**config.mk**
```make
export PLATFORM = sky130hd
export DESIGN_NAME = meduram_rd_stream
export DESIGN_NICKNAME = d
export VERILOG_FILES = /design/src/rtl/meduram_pkg.sv /design/src/rtl/meduram_sync_fifo.sv /design/src/rtl/meduram_rd_stream.sv
export SDC_FILE = /design/constraint.sdc
export NUM_CORES = 1
export LEC_CHECK = 0
export CAP_MARGIN = 10
export CORE_ASPECT_RATIO = 1.4
export CORE_MARGIN = 4
export CORE_UTILIZATION = 45
export CTS_CLUSTER_SIZE = 25
export DETAILED_ROUTE_END_ITERATION = 10
export PLACE_DENSITY_LB_ADDON = 0.3
export SLEW_MARGIN = 5
export SYNTH_ARGS = -nofsm -noshare
export SYNTH_HDL_FRONTEND = slang
export SYNTH_SLANG_ARGS = --single-unit
```
**constraint.sdc**
```tcl
create_clock -name aclk -period 3.1 [get_ports aclk]
set_clock_uncertainty 0.2 [all_clocks]
set_input_delay 0.62 -clock aclk [delete_from_list [all_inputs] [get_ports aclk]]
set_output_delay 0.62 -clock aclk [all_outputs]
set_load 0.02 [all_outputs]
```
**src/rtl/meduram_pkg.sv**
```systemverilog
// meduram_pkg: shared types and helpers for the meduram read-stream block.
//   state_e  : reader FSM states (idle / issuing reads / draining returns).
//   wrap_inc : address increment that wraps at an arbitrary RAM depth.
package meduram_pkg;

    typedef enum logic [1:0] {
        StIdle,
        StIssue,
        StDrain
    } state_e;

    // Increment with wrap at depth-1; also correct when depth is not a power of two.
    function automatic logic [31:0] wrap_inc(input logic [31:0] a, input int unsigned depth);
        if (a == depth - 1) begin
            return '0;
        end
        return a + 32'd1;
    endfunction

endpackage

```
**src/rtl/meduram_sync_fifo.sv**
```systemverilog
// meduram_sync_fifo: small synchronous FIFO, show-ahead read port.
//   clk       : clock, rising edge
//   srst      : synchronous active-high reset (pointers and count cleared)
//   push      : write push_data this cycle
//   push_data : entry to write
//   pop       : discard the head entry this cycle
//   pop_data  : current head entry (valid while empty=0)
//   full      : count == DEPTH
//   empty     : count == 0
//   count     : number of stored entries
// Simultaneous push and pop is legal, including while full.
module meduram_sync_fifo #(
    parameter int unsigned WIDTH = 65,
    parameter int unsigned DEPTH = 4,
    localparam int unsigned PtrW = (DEPTH > 1) ? $clog2(DEPTH) : 1,
    localparam int unsigned CntW = $clog2(DEPTH) + 1
) (
    input  logic             clk,
    input  logic             srst,
    input  logic             push,
    input  logic [WIDTH-1:0] push_data,
    input  logic             pop,
    output logic [WIDTH-1:0] pop_data,
    output logic             full,
    output logic             empty,
    output logic [CntW-1:0]  count
);

    logic [WIDTH-1:0] mem_q [DEPTH];
    logic [PtrW-1:0]  wr_ptr_q;
    logic [PtrW-1:0]  rd_ptr_q;
    logic [CntW-1:0]  count_q;

    always_ff @(posedge clk) begin
        if (srst) begin
            wr_ptr_q <= '0;
            rd_ptr_q <= '0;
            count_q  <= '0;
        end else begin
            if (push) begin
                wr_ptr_q <= wr_ptr_q + PtrW'(1);
            end
            if (pop) begin
                rd_ptr_q <= rd_ptr_q + PtrW'(1);
            end
            unique case ({push, pop})
                2'b10:   count_q <= count_q + CntW'(1);
                2'b01:   count_q <= count_q - CntW'(1);
                default: count_q <= count_q;
            endcase
        end
    end

    // Storage is not reset; contents are only observed through valid entries.
    always_ff @(posedge clk) begin
        if (push) begin
            mem_q[wr_ptr_q] <= push_data;
        end
    end

    always_comb begin
        pop_data = mem_q[rd_ptr_q];
        full     = (count_q == CntW'(DEPTH));
        empty    = (count_q == '0);
        count    = count_q;
    end

endmodule

```
**src/rtl/meduram_rd_stream.sv**
```systemverilog
// meduram_rd_stream: burst reader in front of one meduram RAM read port.
//   aclk, srst          : clock (rising edge) and synchronous active-high reset
//   cmd_valid/cmd_ready : command handshake; cmd_addr = start, cmd_len = word count
//   rden, rdaddr        : RAM read request, one address per cycle
//   rddata              : RAM read data, valid the cycle after rden
//   out_valid/out_ready : output word handshake; out_data word, out_last final word
//   busy                : a command is in progress
// Reads are issued only while FIFO occupancy plus the in-flight read leaves room,
// so returning data always has a slot even under full backpressure.
module meduram_rd_stream
    import meduram_pkg::*;
#(
    parameter int unsigned ADDR_WIDTH = 9,
    parameter int unsigned RAM_DEPTH  = 2 ** ADDR_WIDTH,
    parameter int unsigned DATA_WIDTH = 64,
    parameter int unsigned FIFO_DEPTH = 4
) (
    input  logic                  aclk,
    input  logic                  srst,
    input  logic                  cmd_valid,
    output logic                  cmd_ready,
    input  logic [ADDR_WIDTH-1:0] cmd_addr,
    input  logic [ADDR_WIDTH:0]   cmd_len,
    output logic                  rden,
    output logic [ADDR_WIDTH-1:0] rdaddr,
    input  logic [DATA_WIDTH-1:0] rddata,
    output logic                  out_valid,
    input  logic                  out_ready,
    output logic [DATA_WIDTH-1:0] out_data,
    output logic                  out_last,
    output logic                  busy
);

    localparam int unsigned LenW = ADDR_WIDTH + 1;
    localparam int unsigned CntW = $clog2(FIFO_DEPTH) + 1;
    localparam int unsigned CrW  = CntW + 1;

    state_e                state_q, state_d;
    logic [ADDR_WIDTH-1:0] addr_q;
    logic [LenW-1:0]       remaining_q;   // reads still to issue
    logic [LenW-1:0]       deliver_q;     // words still to hand downstream
    logic                  inflight_q;    // rden was high last cycle
    logic                  inflight_last_q;

    logic                  cmd_fire;
    logic                  out_fire;
    logic                  last_fire;
    logic                  credit_ok;
    logic [CrW-1:0]        credit_used;

    logic                  fifo_push;
    logic                  fifo_pop;
    logic [DATA_WIDTH:0]   fifo_head;
    logic                  fifo_full;
    logic                  fifo_empty;
    logic [CntW-1:0]       fifo_count;

    // ------------------------------------------------------------------
    // FSM: state register
    // ------------------------------------------------------------------
    always_ff @(posedge aclk) begin
        if (srst) begin
            state_q <= StIdle;
        end else begin
            state_q <= state_d;
        end
    end

    // ------------------------------------------------------------------
    // FSM: next state
    // ------------------------------------------------------------------
    always_comb begin
        state_d = state_q;
        unique case (state_q)
            StIdle: begin
                if (cmd_fire && (cmd_len != '0)) begin
                    state_d = StIssue;
                end
            end
            StIssue: begin
                if (rden && (remaining_q == LenW'(1))) begin
                    state_d = StDrain;
                end
            end
            StDrain: begin
                // Leave on the final handshake so cmd_ready rises the very next cycle.
                if (last_fire) begin
                    state_d = StIdle;
                end
            end
            default: state_d = StIdle;
        endcase
    end

    // ------------------------------------------------------------------
    // FSM: outputs
    // ------------------------------------------------------------------
    always_comb begin
        cmd_ready = (state_q == StIdle);
        busy      = (state_q != StIdle);
        rden      = (state_q == StIssue) && credit_ok;
        rdaddr    = addr_q;
    end

    // ------------------------------------------------------------------
    // Credit and handshake decode
    // ------------------------------------------------------------------
    always_comb begin
        credit_used = {1'b0, fifo_count} + {{CntW{1'b0}}, inflight_q};
        credit_ok   = (credit_used < CrW'(FIFO_DEPTH));
        cmd_fire    = cmd_valid && cmd_ready;
        out_fire    = out_valid && out_ready;
        last_fire   = out_fire && (deliver_q == LenW'(1));
    end

    // ------------------------------------------------------------------
    // Address, length and delivery counters
    // ------------------------------------------------------------------
    always_ff @(posedge aclk) begin
        if (srst) begin
            addr_q          <= '0;
            remaining_q     <= '0;
            deliver_q       <= '0;
            inflight_q      <= 1'b0;
            inflight_last_q <= 1'b0;
        end else begin
            // Clearing inflight on reset drops RAM data returning just after it.
            inflight_q      <= rden;
            inflight_last_q <= rden && (remaining_q == LenW'(1));

            if (cmd_fire) begin
                addr_q      <= cmd_addr;
                remaining_q <= cmd_len;
            end else if (rden) begin
                addr_q      <= ADDR_WIDTH'(wrap_inc(32'(addr_q), RAM_DEPTH));
                remaining_q <= remaining_q - LenW'(1);
            end

            if (cmd_fire) begin
                deliver_q <= cmd_len;
            end else if (out_fire) begin
                deliver_q <= deliver_q - LenW'(1);
            end
        end
    end

    // ------------------------------------------------------------------
    // Output FIFO with fall-through bypass: when the FIFO is empty the
    // returning word is presented directly and only stored if not taken.
    // ------------------------------------------------------------------
    always_comb begin
        fifo_push = inflight_q && !(fifo_empty && out_ready);
        fifo_pop  = !fifo_empty && out_ready;
        out_valid = !fifo_empty || inflight_q;
        out_data  = fifo_empty ? rddata : fifo_head[DATA_WIDTH-1:0];
        out_last  = out_valid && (deliver_q == LenW'(1));
    end

    meduram_sync_fifo #(
        .WIDTH (DATA_WIDTH + 1),
        .DEPTH (FIFO_DEPTH)
    ) u_fifo (
        .clk       (aclk),
        .srst      (srst),
        .push      (fifo_push),
        .push_data ({inflight_last_q, rddata}),
        .pop       (fifo_pop),
        .pop_data  (fifo_head),
        .full      (fifo_full),
        .empty     (fifo_empty),
        .count     (fifo_count)
    );

    // ------------------------------------------------------------------
    // Simulation checks
    // ------------------------------------------------------------------
    cmd_legal_a: assert property (@(posedge aclk) disable iff (srst)
        cmd_fire |-> (({1'b0, cmd_addr} < LenW'(RAM_DEPTH)) && (cmd_len <= LenW'(RAM_DEPTH))));

    fifo_no_overflow_a: assert property (@(posedge aclk) disable iff (srst)
        fifo_push |-> (!fifo_full || fifo_pop));

    // The tag carried with each word must agree with the delivery counter.
    last_agree_a: assert property (@(posedge aclk) disable iff (srst)
        out_valid |-> (out_last == (fifo_empty ? inflight_last_q : fifo_head[DATA_WIDTH])));

endmodule
```
==> results.md <==
- Clock Path Buffers: 3
- Share of layout cells above drive strength 1: 0.316
- Cell-internal power: about 0.0079 W
- Crit path max-delay family: multiplexers
- First-pass GRT wire length: 40000 um
- Met2 Use GR: 0.309
- CP arrival: approximately 2.3 ns
- Die X: roughly 150 um
- Seq cells post-synth: ~300
- Clock-pin slew on the worst setup and hold paths: 0.07 ns
- Multiplexer area fraction after synthesis: 0.179
- Logic pwr share: 0.256
- CP Class: reg -> out
- Drt first pass iters: 5
- Synth top area share: 0.635
- Max cap viols: 0
- Post-synth top flop: edfxtp_1
- Largest family of logic cells by synthesized area: multiplexers
- R2R Path End: u_fifo.count[2]
- Busiest layer in global routing: met2
- Number of port buffers: roughly 160
- Synthesized area: roughly 12000 um2
- Crit path top cell by count: buf_4
- Max Fanout on Critical Path: 12
- Flop-to-flop setup slack: roughly 0.53 ns
- Endpoints failing setup: 0
- Worst path bufs/invs: 4
- Ys async rst share: 0
- Initial Utilization: 0.459
- # fillers: just over 2000
- Delay of the slowest cell on the worst path: between 0.4 and 0.5 ns
- Switch Pwr: about 0.0029 W
- Grt met3 use: 0.0339
- Critical Path Sink Type: primary output
- Vias in the first global route: ~7300
- Required @ worst endpoint: 2.28 ns
- GP Congestion: about 0.8
- Routed WL: between 20000 and 30000 um
- Complex-gate fraction of the synthesized area: 0.0355
- RSZ-0062 raised after global routing: yes
- Sequential share of power: 0.422
- Seq/Total Area, Yosys: 0.703
- Gate Count Post-Synth: 670
- Status: complete, no violations
- Layout area overhead: 26.6%
- Via-to-Cell Ratio: 5.44
- Dominant cell by count in the synthesized netlist: edfxtp_1
- Num Clock Sinks: around 300
- Adder-cell area share of the yosys netlist: 0.0130
- Fmax: 325 MHz
- Later-pin clock latency in the skew report: about 0.53 ns
- Pins over their slew limit: 0
- Power per cell area: a little over 700 nW/um2
- Rel. slew slack: 0.592
- Largest net degree at the start of global routing: 46
- Multi-input gate area: 3420 um2
- Sw frac: 0.268
- Syn_area_per_cell: 18.1 um2
- Routed WL per cell: around 20 um
- Root buffer cell: clkbuf_16
- Origin of the critical flop-to-flop path: u_fifo.count[1]
- Largest cells by area after synthesis: edfxtp_1 64%, mux4_2 12%, dfxtp_1 6.8%
- Total negative slack: 0 ns
- Post-CTS Hold Buffers: 0
- HPWL Detailed: roughly 15000 um
- I/O pin total: ~170
- Gr usage total: 0.169
- # H-tree levels: 1
- Inserted Diodes: 0
- Commonest cells post-synth: 256 x edfxtp_1, 64 x mux2_2, 64 x mux4_2
- Initial drt markers: 330
- Final non-filler cell area: roughly 15000 um2
- Seq. cell area: 8510 um2
- Fin crit share: 0.991
- Ys Warns: 0
- Global route total overflow: 0
- Min Tclk post-route: 3.07 ns
- Worst hold path class: reg -> reg
- Peak supply drop: slightly above 0.4 mV
- Startpoint types: flop
- Met1 Usage GRT: 0.206
- Via count: slightly below 7000
- Leak pwr: about 5 nW
- Synth unique cells: 48
- Critical-path cell list: buf_12 -> buf_4 -> buf_4 -> mux4_2 -> mux2_2 -> buf_2
- Area after DPL: approximately 14000 um2
- Total CTS buffers: 28
- Core area: around 26000 um2
- CTS tree: built
- Die ar.: between 20000 and 30000 um2
- Die height: approximately 200 um
- Antenna-violating nets left: 0
- Residual DRC: 0
- Clock power share: 0.322
- Syn_nets: slightly below 800
- HP Start: remaining_q[7]
- Simple logic cell fraction of the synthesized area: 0.0429
- R2R cell count: 11
- Nets: between 900 and 1000
- Initial antenna violation count: 0
- Final hold vios: 0
- Worst hold path depth: 2
- Least-Margin Pin Slew: 0.611 ns
- Worst Hold Path EP: remaining_q[7]
- Cell taking the most area after synthesis: edfxtp_1
- EDFF count, synth: roughly 260
- Row count: 70
- Post-synthesis xor/xnor area fraction: 0.0101
- Slowest library cell on the worst path: mux4_2
==> area by class of cell <==
| cell class | instances | area share |
|---|---|---|
| Timing Repair Buffer | 206 | 0.126 |
| Multi-Input combinational cell | 326 | 0.223 |
| Clock buffer | 32 | 0.0481 |
| Clock inverter | 20 | 0.0140 |
| Sequential cell | 297 | 0.556 |
| Tap cell | 360 | 0.0294 |
| Inverter | 14 | 0.00343 |
==> repair_timing <==
action | 4_1_cts | 5_1_grt
endpoints found under the hold margin | 0 | 0
pin swaps | 1 | 0
cloned | 4 | 1
buffers inserted | 11 | 0
setup endpoints to repair | 66 | 44
resized for setup | 213 | 35
==> kinds of logic after synthesis <==
| kind of cell | after synthesis |
|---|---|
| mux | 129 |
| buf+inv | 47 |
| fa+ha+maj | 12 |
| flops | 297 |
| compound gates | 63 |
| simple gates | 108 |
| xor+xnor | 14 |
==> routing by layer <==
layer	part of all wire	up-vias	wire length, um
met5	0	-	0
met4	0.015	0	376
met3	0.049	26	1260
met2	0.54	176	13600
met1	0.40	3522	10200
li1	-	3105	-
==> cell usage in the layout (no fill, tap or decap), drive strengths merged, types with 8 or more instances in the layout <==
cell type / netlist / layout
clkdlybuf4s50: 0 / 98
mux4: 64 / 64
o21ai: 10 / 10
nand2: 17 / 17
nand3: 9 / 9
ha: 11 / 11
buf: 19 / 96
mux2: 64 / 64
nor3: 11 / 11
clkinv: 0 / 9
a21oi: 16 / 16
nor2: 42 / 42
xnor2: 8 / 8
dfxtp: 41 / 41
inv: 14 / 15
edfxtp: 256 / 256
clkbuf: 14 / 34
==> through the flow <==
| step | instances | setup WS, ns | utilization | hold slack (ns) | power [W] |
|---|---|---|---|---|---|
| after floorplan | 670 | 0.627 | - | 0.247 | 0.00627 |
| after global placement | 1187 | 0.250 | 0.546 | 0.283 | 0.00740 |
| after detailed placement | 1187 | 0.221 | 0.546 | 0.285 | 0.00742 |
| after CTS | 1254 | -0.00327 | 0.587 | 0.296 | 0.0110 |
| after global routing | 1255 | -0.0779 | 0.581 | 0.329 | 0.0112 |
| final | 1255 | 0.0268 | 0.581 | 0.298 | 0.0108 |
==> worst reg2reg max path: stages, from the launching register on <==
cell      delay [ns]
dfxtp_1         0.37
nor3_4          0.20
buf_4           0.16
buf_12          0.18
a21boi_1        0.11
inv_1           0.07
ha_1            0.18
inv_1           0.06
fa_1            0.37
xor2_1          0.16
or3_1           0.31
a21oi_1         0.14
==> power by group through the flow <==
stage	Clock [W]	Combinational [W]	Sequential, W
floorplan	0	0.00166	0.00461
global placement	0	0.00278	0.00462
detailed placement	0	0.00279	0.00463
CTS	0.00356	0.00288	0.00454
global route	0.00374	0.00296	0.00456
finish	0.00347	0.00276	0.00455
==> worst max-delay path by stage <==
stage                               to  slack [ns]  depth (start not counted)
finish                    out_data[28]        0.03                          6
global route              out_data[28]       -0.08                          6
CTS                       out_data[62]      -0.003                          5
detailed placement        out_data[23]        0.22                          3
global placement          out_data[23]        0.25                          3
floorplan           u_fifo.mem_q[0][0]        0.63                          2
==> registers in the layout, summed over array words and instances, names as in the netlist, named ones only <==
name / cells
u_fifo.rd_ptr_q: 2
deliver_q: 10
u_fifo.count: 3
u_fifo.mem_q: 256
inflight_q: 1
rdaddr: 9
state_q: 2
remaining_q: 10
u_fifo.wr_ptr_q: 2
Power figures use the tool's default switching activity.
